<file path="src/rtl/sys_cmd_ctrl.sv">
// UART command-frame responder: parses AA/BB/CC/DD frames, drives register file and ALU, queues response bytes.
// Optional inter-byte timeout is compiled in with SYS_CMD_TIMEOUT_EN.
module sys_cmd_ctrl #(
    parameter int Data_width    = 8,
    parameter int Address_width = 4
`ifdef SYS_CMD_TIMEOUT_EN
    ,
    parameter int TIMEOUT_CYCLES = 500000
`endif
) (
    input  logic                      CLK,
    input  logic                      RST,
    input  logic [Data_width-1:0]     RX_P_DATA,
    input  logic                      RX_D_VLD,
    output logic [Address_width-1:0]  Address,
    output logic                      WrEn,
    output logic                      RdEn,
    output logic [Data_width-1:0]     WrData,
    input  logic [Data_width-1:0]     RdData,
    input  logic                      RdData_Valid,
    output logic                      ALU_EN,
    output logic [3:0]                ALU_FUN,
    input  logic [2*Data_width-1:0]   ALU_OUT,
    input  logic                      ALU_OUT_VLD,
    output logic [Data_width-1:0]     TX_P_DATA,
    output logic                      TX_D_VLD,
    input  logic                      FIFO_FULL,
    output logic                      FRAME_ERR
);

    typedef enum logic [3:0] {
        IDLE, WR_ADDR, WR_DATA, RD_ADDR, RD_WAIT, OPA, OPB,
        ALU_FUN_S, ALU_WAIT, TX_LO, TX_HI
    } state_e;

    state_e                     state_q, state_d;
    logic [Address_width-1:0]   addr_q, addr_d;
    logic [Data_width-1:0]      wr_data_q, wr_data_d;
    logic                       wr_en_q, wr_en_d;
    logic                       rd_en_q, rd_en_d;
    logic                       alu_en_q, alu_en_d;
    logic [3:0]                 alu_fun_q, alu_fun_d;
    logic [Data_width-1:0]      tx_data_q, tx_data_d;
    logic                       tx_vld_q, tx_vld_d;
    logic                       frame_err_q, frame_err_d;
    logic [Data_width-1:0]      hi_q, hi_d;
    logic                       is_alu_q, is_alu_d;

`ifdef SYS_CMD_TIMEOUT_EN
    localparam int TW = $clog2(TIMEOUT_CYCLES + 1);
    logic [TW-1:0] tmo_q, tmo_d;
    logic          in_parse;
`endif

    always_comb begin
        state_d     = state_q;
        addr_d      = addr_q;
        wr_data_d   = wr_data_q;
        wr_en_d     = 1'b0;
        rd_en_d     = 1'b0;
        alu_en_d    = alu_en_q;
        alu_fun_d   = alu_fun_q;
        tx_data_d   = tx_data_q;
        tx_vld_d    = 1'b0;
        frame_err_d = 1'b0;
        hi_d        = hi_q;
        is_alu_d    = is_alu_q;
        case (state_q)
            IDLE: if (RX_D_VLD) begin
                if (RX_P_DATA == Data_width'(8'hAA))      state_d = WR_ADDR;
                else if (RX_P_DATA == Data_width'(8'hBB)) state_d = RD_ADDR;
                else if (RX_P_DATA == Data_width'(8'hCC)) state_d = OPA;
                else if (RX_P_DATA == Data_width'(8'hDD)) state_d = ALU_FUN_S;
                else                                      frame_err_d = 1'b1;
            end
            WR_ADDR: if (RX_D_VLD) begin
                addr_d  = RX_P_DATA[Address_width-1:0];
                state_d = WR_DATA;
            end
            WR_DATA: if (RX_D_VLD) begin
                wr_data_d = RX_P_DATA;
                wr_en_d   = 1'b1;
                state_d   = IDLE;
            end
            RD_ADDR: if (RX_D_VLD) begin
                addr_d  = RX_P_DATA[Address_width-1:0];
                rd_en_d = 1'b1;
                state_d = RD_WAIT;
            end
            RD_WAIT: begin
                frame_err_d = RX_D_VLD;
                if (RdData_Valid) begin
                    tx_data_d = RdData;
                    is_alu_d  = 1'b0;
                    state_d   = TX_LO;
                end
            end
            OPA: if (RX_D_VLD) begin
                addr_d    = '0;
                wr_data_d = RX_P_DATA;
                wr_en_d   = 1'b1;
                state_d   = OPB;
            end
            OPB: if (RX_D_VLD) begin
                addr_d    = Address_width'(1);
                wr_data_d = RX_P_DATA;
                wr_en_d   = 1'b1;
                state_d   = ALU_FUN_S;
            end
            ALU_FUN_S: if (RX_D_VLD) begin
                alu_fun_d = RX_P_DATA[3:0];
                alu_en_d  = 1'b1;
                state_d   = ALU_WAIT;
            end
            ALU_WAIT: begin
                frame_err_d = RX_D_VLD;
                if (ALU_OUT_VLD) begin
                    alu_en_d  = 1'b0;
                    tx_data_d = ALU_OUT[Data_width-1:0];
                    hi_d      = ALU_OUT[2*Data_width-1:Data_width];
                    is_alu_d  = 1'b1;
                    state_d   = TX_LO;
                end
            end
            TX_LO: begin
                frame_err_d = RX_D_VLD;
                if (!FIFO_FULL) begin
                    tx_vld_d = 1'b1;
                    state_d  = is_alu_q ? TX_HI : IDLE;
                end
            end
            // Low byte is on the bus this cycle; swapping data now lines the high byte up with the next strobe.
            TX_HI: begin
                frame_err_d = RX_D_VLD;
                tx_data_d   = hi_q;
                if (!FIFO_FULL) begin
                    tx_vld_d = 1'b1;
                    state_d  = IDLE;
                end
            end
            default: state_d = IDLE;
        endcase

`ifdef SYS_CMD_TIMEOUT_EN
        in_parse = (state_q == WR_ADDR) || (state_q == WR_DATA) || (state_q == RD_ADDR) ||
                   (state_q == OPA) || (state_q == OPB) || (state_q == ALU_FUN_S);
        tmo_d = '0;
        if (in_parse && !RX_D_VLD) begin
            if (tmo_q == TW'(TIMEOUT_CYCLES - 1)) begin
                state_d     = IDLE;
                frame_err_d = 1'b1;
            end else begin
                tmo_d = tmo_q + 1'b1;
            end
        end
`endif
    end

    always_ff @(posedge CLK or negedge RST) begin
        if (!RST) begin
            state_q     <= IDLE;
            addr_q      <= '0;
            wr_data_q   <= '0;
            wr_en_q     <= 1'b0;
            rd_en_q     <= 1'b0;
            alu_en_q    <= 1'b0;
            alu_fun_q   <= '0;
            tx_data_q   <= '0;
            tx_vld_q    <= 1'b0;
            frame_err_q <= 1'b0;
            hi_q        <= '0;
            is_alu_q    <= 1'b0;
`ifdef SYS_CMD_TIMEOUT_EN
            tmo_q       <= '0;
`endif
        end else begin
            state_q     <= state_d;
            addr_q      <= addr_d;
            wr_data_q   <= wr_data_d;
            wr_en_q     <= wr_en_d;
            rd_en_q     <= rd_en_d;
            alu_en_q    <= alu_en_d;
            alu_fun_q   <= alu_fun_d;
            tx_data_q   <= tx_data_d;
            tx_vld_q    <= tx_vld_d;
            frame_err_q <= frame_err_d;
            hi_q        <= hi_d;
            is_alu_q    <= is_alu_d;
`ifdef SYS_CMD_TIMEOUT_EN
            tmo_q       <= tmo_d;
`endif
        end
    end

    assign Address   = addr_q;
    assign WrEn      = wr_en_q;
    assign RdEn      = rd_en_q;
    assign WrData    = wr_data_q;
    assign ALU_EN    = alu_en_q;
    assign ALU_FUN   = alu_fun_q;
    assign TX_P_DATA = tx_data_q;
    assign TX_D_VLD  = tx_vld_q;
    assign FRAME_ERR = frame_err_q;

endmodule

</file>
<file path="config.mk">
export PLATFORM = sky130hd
export DESIGN_NAME = sys_cmd_ctrl
export DESIGN_NICKNAME = d
export VERILOG_FILES = /design/src/rtl/sys_cmd_ctrl.sv
export SDC_FILE = /design/constraint.sdc
export NUM_CORES = 1
export LEC_CHECK = 0
export ABC_AREA = 1
export BUFFER_PORTS_ARGS = -buffer_cell sky130_fd_sc_hd__buf_4
export CAP_MARGIN = 10
export CORE_MARGIN = 3
export CORE_UTILIZATION = 51
export CTS_CLUSTER_SIZE = 30
export DETAILED_ROUTE_END_ITERATION = 7
export GPL_TIMING_DRIVEN = 1
export PLACE_DENSITY_LB_ADDON = 0.2
export SYNTH_ARGS = -nofsm -noshare
export SYNTH_HDL_FRONTEND = slang
export SYNTH_SLANG_ARGS = --single-unit
</file>
<file path="constraint.sdc">
create_clock -name CLK -period 2 [get_ports CLK]
set_input_delay 0.3 -clock CLK [delete_from_list [all_inputs] [get_ports CLK]]
set_output_delay 0.3 -clock CLK [all_outputs]
set_load 0.01 [all_outputs]
</file>
==> results.toml <==
[status]
outcome = "completed"

[drt]
detail-route-antenna-nets = 0
drtPass1Iterations = 4
vias = 1902
drt_iter0_drc = 143
drc = 0
wl_mm = 4.788
avgRoutedWirePerCell_um = 12.09
viasPerCell = 4.803

[final_layout]
drive_gt1_share_pct = 32.66
design_area_mm2 = 0.002815
utilization_pct = 69.38
fin_nets = 383
regArea_mm2 = 0.001051
multiInputGateArea_um2 = 974.7
antenna_cells = 0
n_fill_cell = 330
syn_to_final_growth_pct = 29.53

[global_route]
overflow = 0
grt_max_degree = 43
grt_use_total_pct = 20.34
grt_first_pass_wirelength_mm = 8.197
antenna_found_initial = 0
grt_pass1_vias = 1814

[hold_path]
min_to = "TX_D_VLD"
hp-start = "FIFO_FULL"
holdPathStages = 2
hold_path_class = "in2reg"

[sta]
hold_violations = 0
timing.final.max_slew_violations = 0
period_minus_slack_ns = 1.698
setup_viol = 0
max_slew_margin_pct = 65.94
tightest_slew_ns = 0.5110
clock-skew-final_ns = 0.006574
setup_tns_ns = 0
rsz0062_at_grt = "false"
fin_crit_sh_pct = 84.89
fmax_mhz = 589.0

[clock_network]
cts_buffers = 5
ctsResizeCount = 0
htree_levels = 2
cts_tree = "yes"
clk_pin_slew_ns = 0.08
clk_latency_ns = 0.30
cts_setup_buffers = 0
clockBufferDepth = 2
cts_hold_buf = 1
root_buffer = "clkbuf_8"
cts_sinks = 42

[place]
place_area_mm2 = 0.002696
finalWeightedCongestion = 0.9217
dp_hpwl_mm = 3.748
port_buffers = 66

[die]
ioPinCount = 67
core_mm2 = 0.004058
row_count = 23
fp.dieW_um = 71.28
dieHeight_um = 71.28
dieArea_mm2 = 0.005081
start_util_pct = 53.56

[setup_path]
crit_path_frequent_cell = "nand2_2"
worstPathArrival_ns = 1.93
critical_path_required_ns = 2.23
crit_chain = "inv_2 -> nand2_4 -> nor2_8 -> nand2_2 -> nand2_2 -> a21oi_4 -> nand2_1 -> o21ai_2"
path_buf_inv = 1
startpoint_type = "flip-flop"
cpMaxStageDelayCell = "dfrtp_1"
end_kind = "flip-flop"
r2r_end = "TX_P_DATA[0]"
cp_top_family = "flip-flops"
reg2reg_slack_ns = 0.30
reg2reg_depth = 8
timing.rr.start = "state_q[0]"
crit_type = "reg2reg"
slowest_delay_ns = 0.55
critical_path.max_fanout = 16

[logic_synthesis]
synthTopCellsByCount = "nand2_1, dfrtp_1, inv_1"
syn_nets = 312
yosysWarningCount = 0
async_flop_share_pct = 100.0
yosysTopAreaCell = "dfrtp_1"
yosys_most_used_dff = "dfrtp_1"
synth_edf_count = 0
synth_most_common_cell = "nand2_1"
synth_top_area_share_pct = 48.36
synth-seq-cells = 42
synthTopCellsByArea = "dfrtp_1, nand2_1, o21ai_2"
syn_inst = 274
synth_area_mm2 = 0.002173
ys_seq_area_share_pct = 48.36
ys_types = 23
avgSynthCellArea_um2 = 7.932

[power_and_ir_drop]
p_per_area_mw_per_mm2 = 1426
vdd_drop_max_mv = 0.7640
p_leak_nw = 1.541

[job]
max-cap-violations = 0
[cells in the final DEF (no fill, tap or decap)]
master | synthesis | final
nor2_8 | 1 | 1
nand2_1 | 116 | 116
nor2_4 | 3 | 3
a21oi_4 | 1 | 1
dfrtp_1 | 42 | 42
nor3b_1 | 1 | 1
nand3_1 | 20 | 20
dlygate4sd3_1 | 0 | 1
nand4_1 | 2 | 2
nor2_2 | 2 | 2
buf_4 | 2 | 66
clkbuf_8 | 0 | 5
bufinv_16 | 0 | 1
inv_2 | 8 | 8
a21oi_1 | 2 | 2
clkinv_2 | 0 | 2
inv_1 | 22 | 22
nor3_1 | 2 | 2
o21ai_1 | 1 | 1
a21boi_0 | 1 | 1
o21ai_2 | 14 | 14
nor2_1 | 11 | 11
nand3b_1 | 1 | 1
nand2_2 | 7 | 7
o21ai_0 | 11 | 11
nand2_4 | 3 | 3
[registers in the layout, summed over array words and instances (netlist names)]
register,flops
state_q,4
FRAME_ERR,1
Address,4
WrData,8
is_alu_q,1
RdEn,1
TX_D_VLD,1
ALU_EN,1
hi_q,8
ALU_FUN,4
WrEn,1
TX_P_DATA,8
[how the worst max path moves through the flow]
| stage | start | end | slack [ns] | cells past startpoint |
|---|---|---|---|---|
| CTS | state_q[0] | TX_P_DATA[0] | 0.28 | 8 |
| finish | state_q[0] | TX_P_DATA[0] | 0.30 | 8 |
| detailed placement | state_q[0] | TX_P_DATA[0] | 0.29 | 8 |
| global route | state_q[0] | TX_P_DATA[3] | 0.14 | 8 |
| floorplan | state_q[0] | TX_P_DATA[0] | 0.61 | 8 |
| global placement | state_q[0] | state_q[3] | 0.38 | 9 |
[routing by layer]
| metal | GRT usage (%) | vias to the layer above | routed length [um] |
|---|---|---|---|
| met1 | 29.53 | 839 | 2269 |
| met2 | 29.59 | 59 | 2114 |
| met5 | 0 | - | 0 |
| met3 | 5.189 | 10 | 325 |
| li1 | - | 994 | - |
| met4 | 7.307 | 0 | 79 |
[power by group]
part / switching (mW) / total [mW] / leakage [nW] / internal [mW]
Combinational: 1.08 / 1.89 / 0.951 / 0.807
Clock: 0.287 / 0.654 / 0.0579 / 0.367
Sequential: 0.245 / 1.47 / 0.533 / 1.23
[stage by stage]
step                      hold slack [ns]  worst slack [ns]  cells  total power [mW]
after floorplan                  0.004409            0.6129    274             2.743
after global placement             0.3093            0.3765    387             3.331
after detailed placement           0.3159            0.2938    387             3.389
after CTS                          0.1587            0.2780    396             4.054
after global routing               0.1697            0.1403    396             4.344
final                              0.1649            0.3023    396             4.013
[cell type report]
cell class,count,area share [%]
flip-flops and latches,42,37.33
multi-input cells,199,34.62
clock buffers,5,2.444
well taps,50,2.222
clock inverters,3,1.422
repair buffers,67,17.96
inverters,30,4.000
[logic make-up after synthesis]
family,after synthesis,share of synthesized area [%]
simple gates,169,34.89
flops,42,48.36
buf+inv,33,6.793
compound gates,30,9.960
Power figures use the tool's default switching activity.
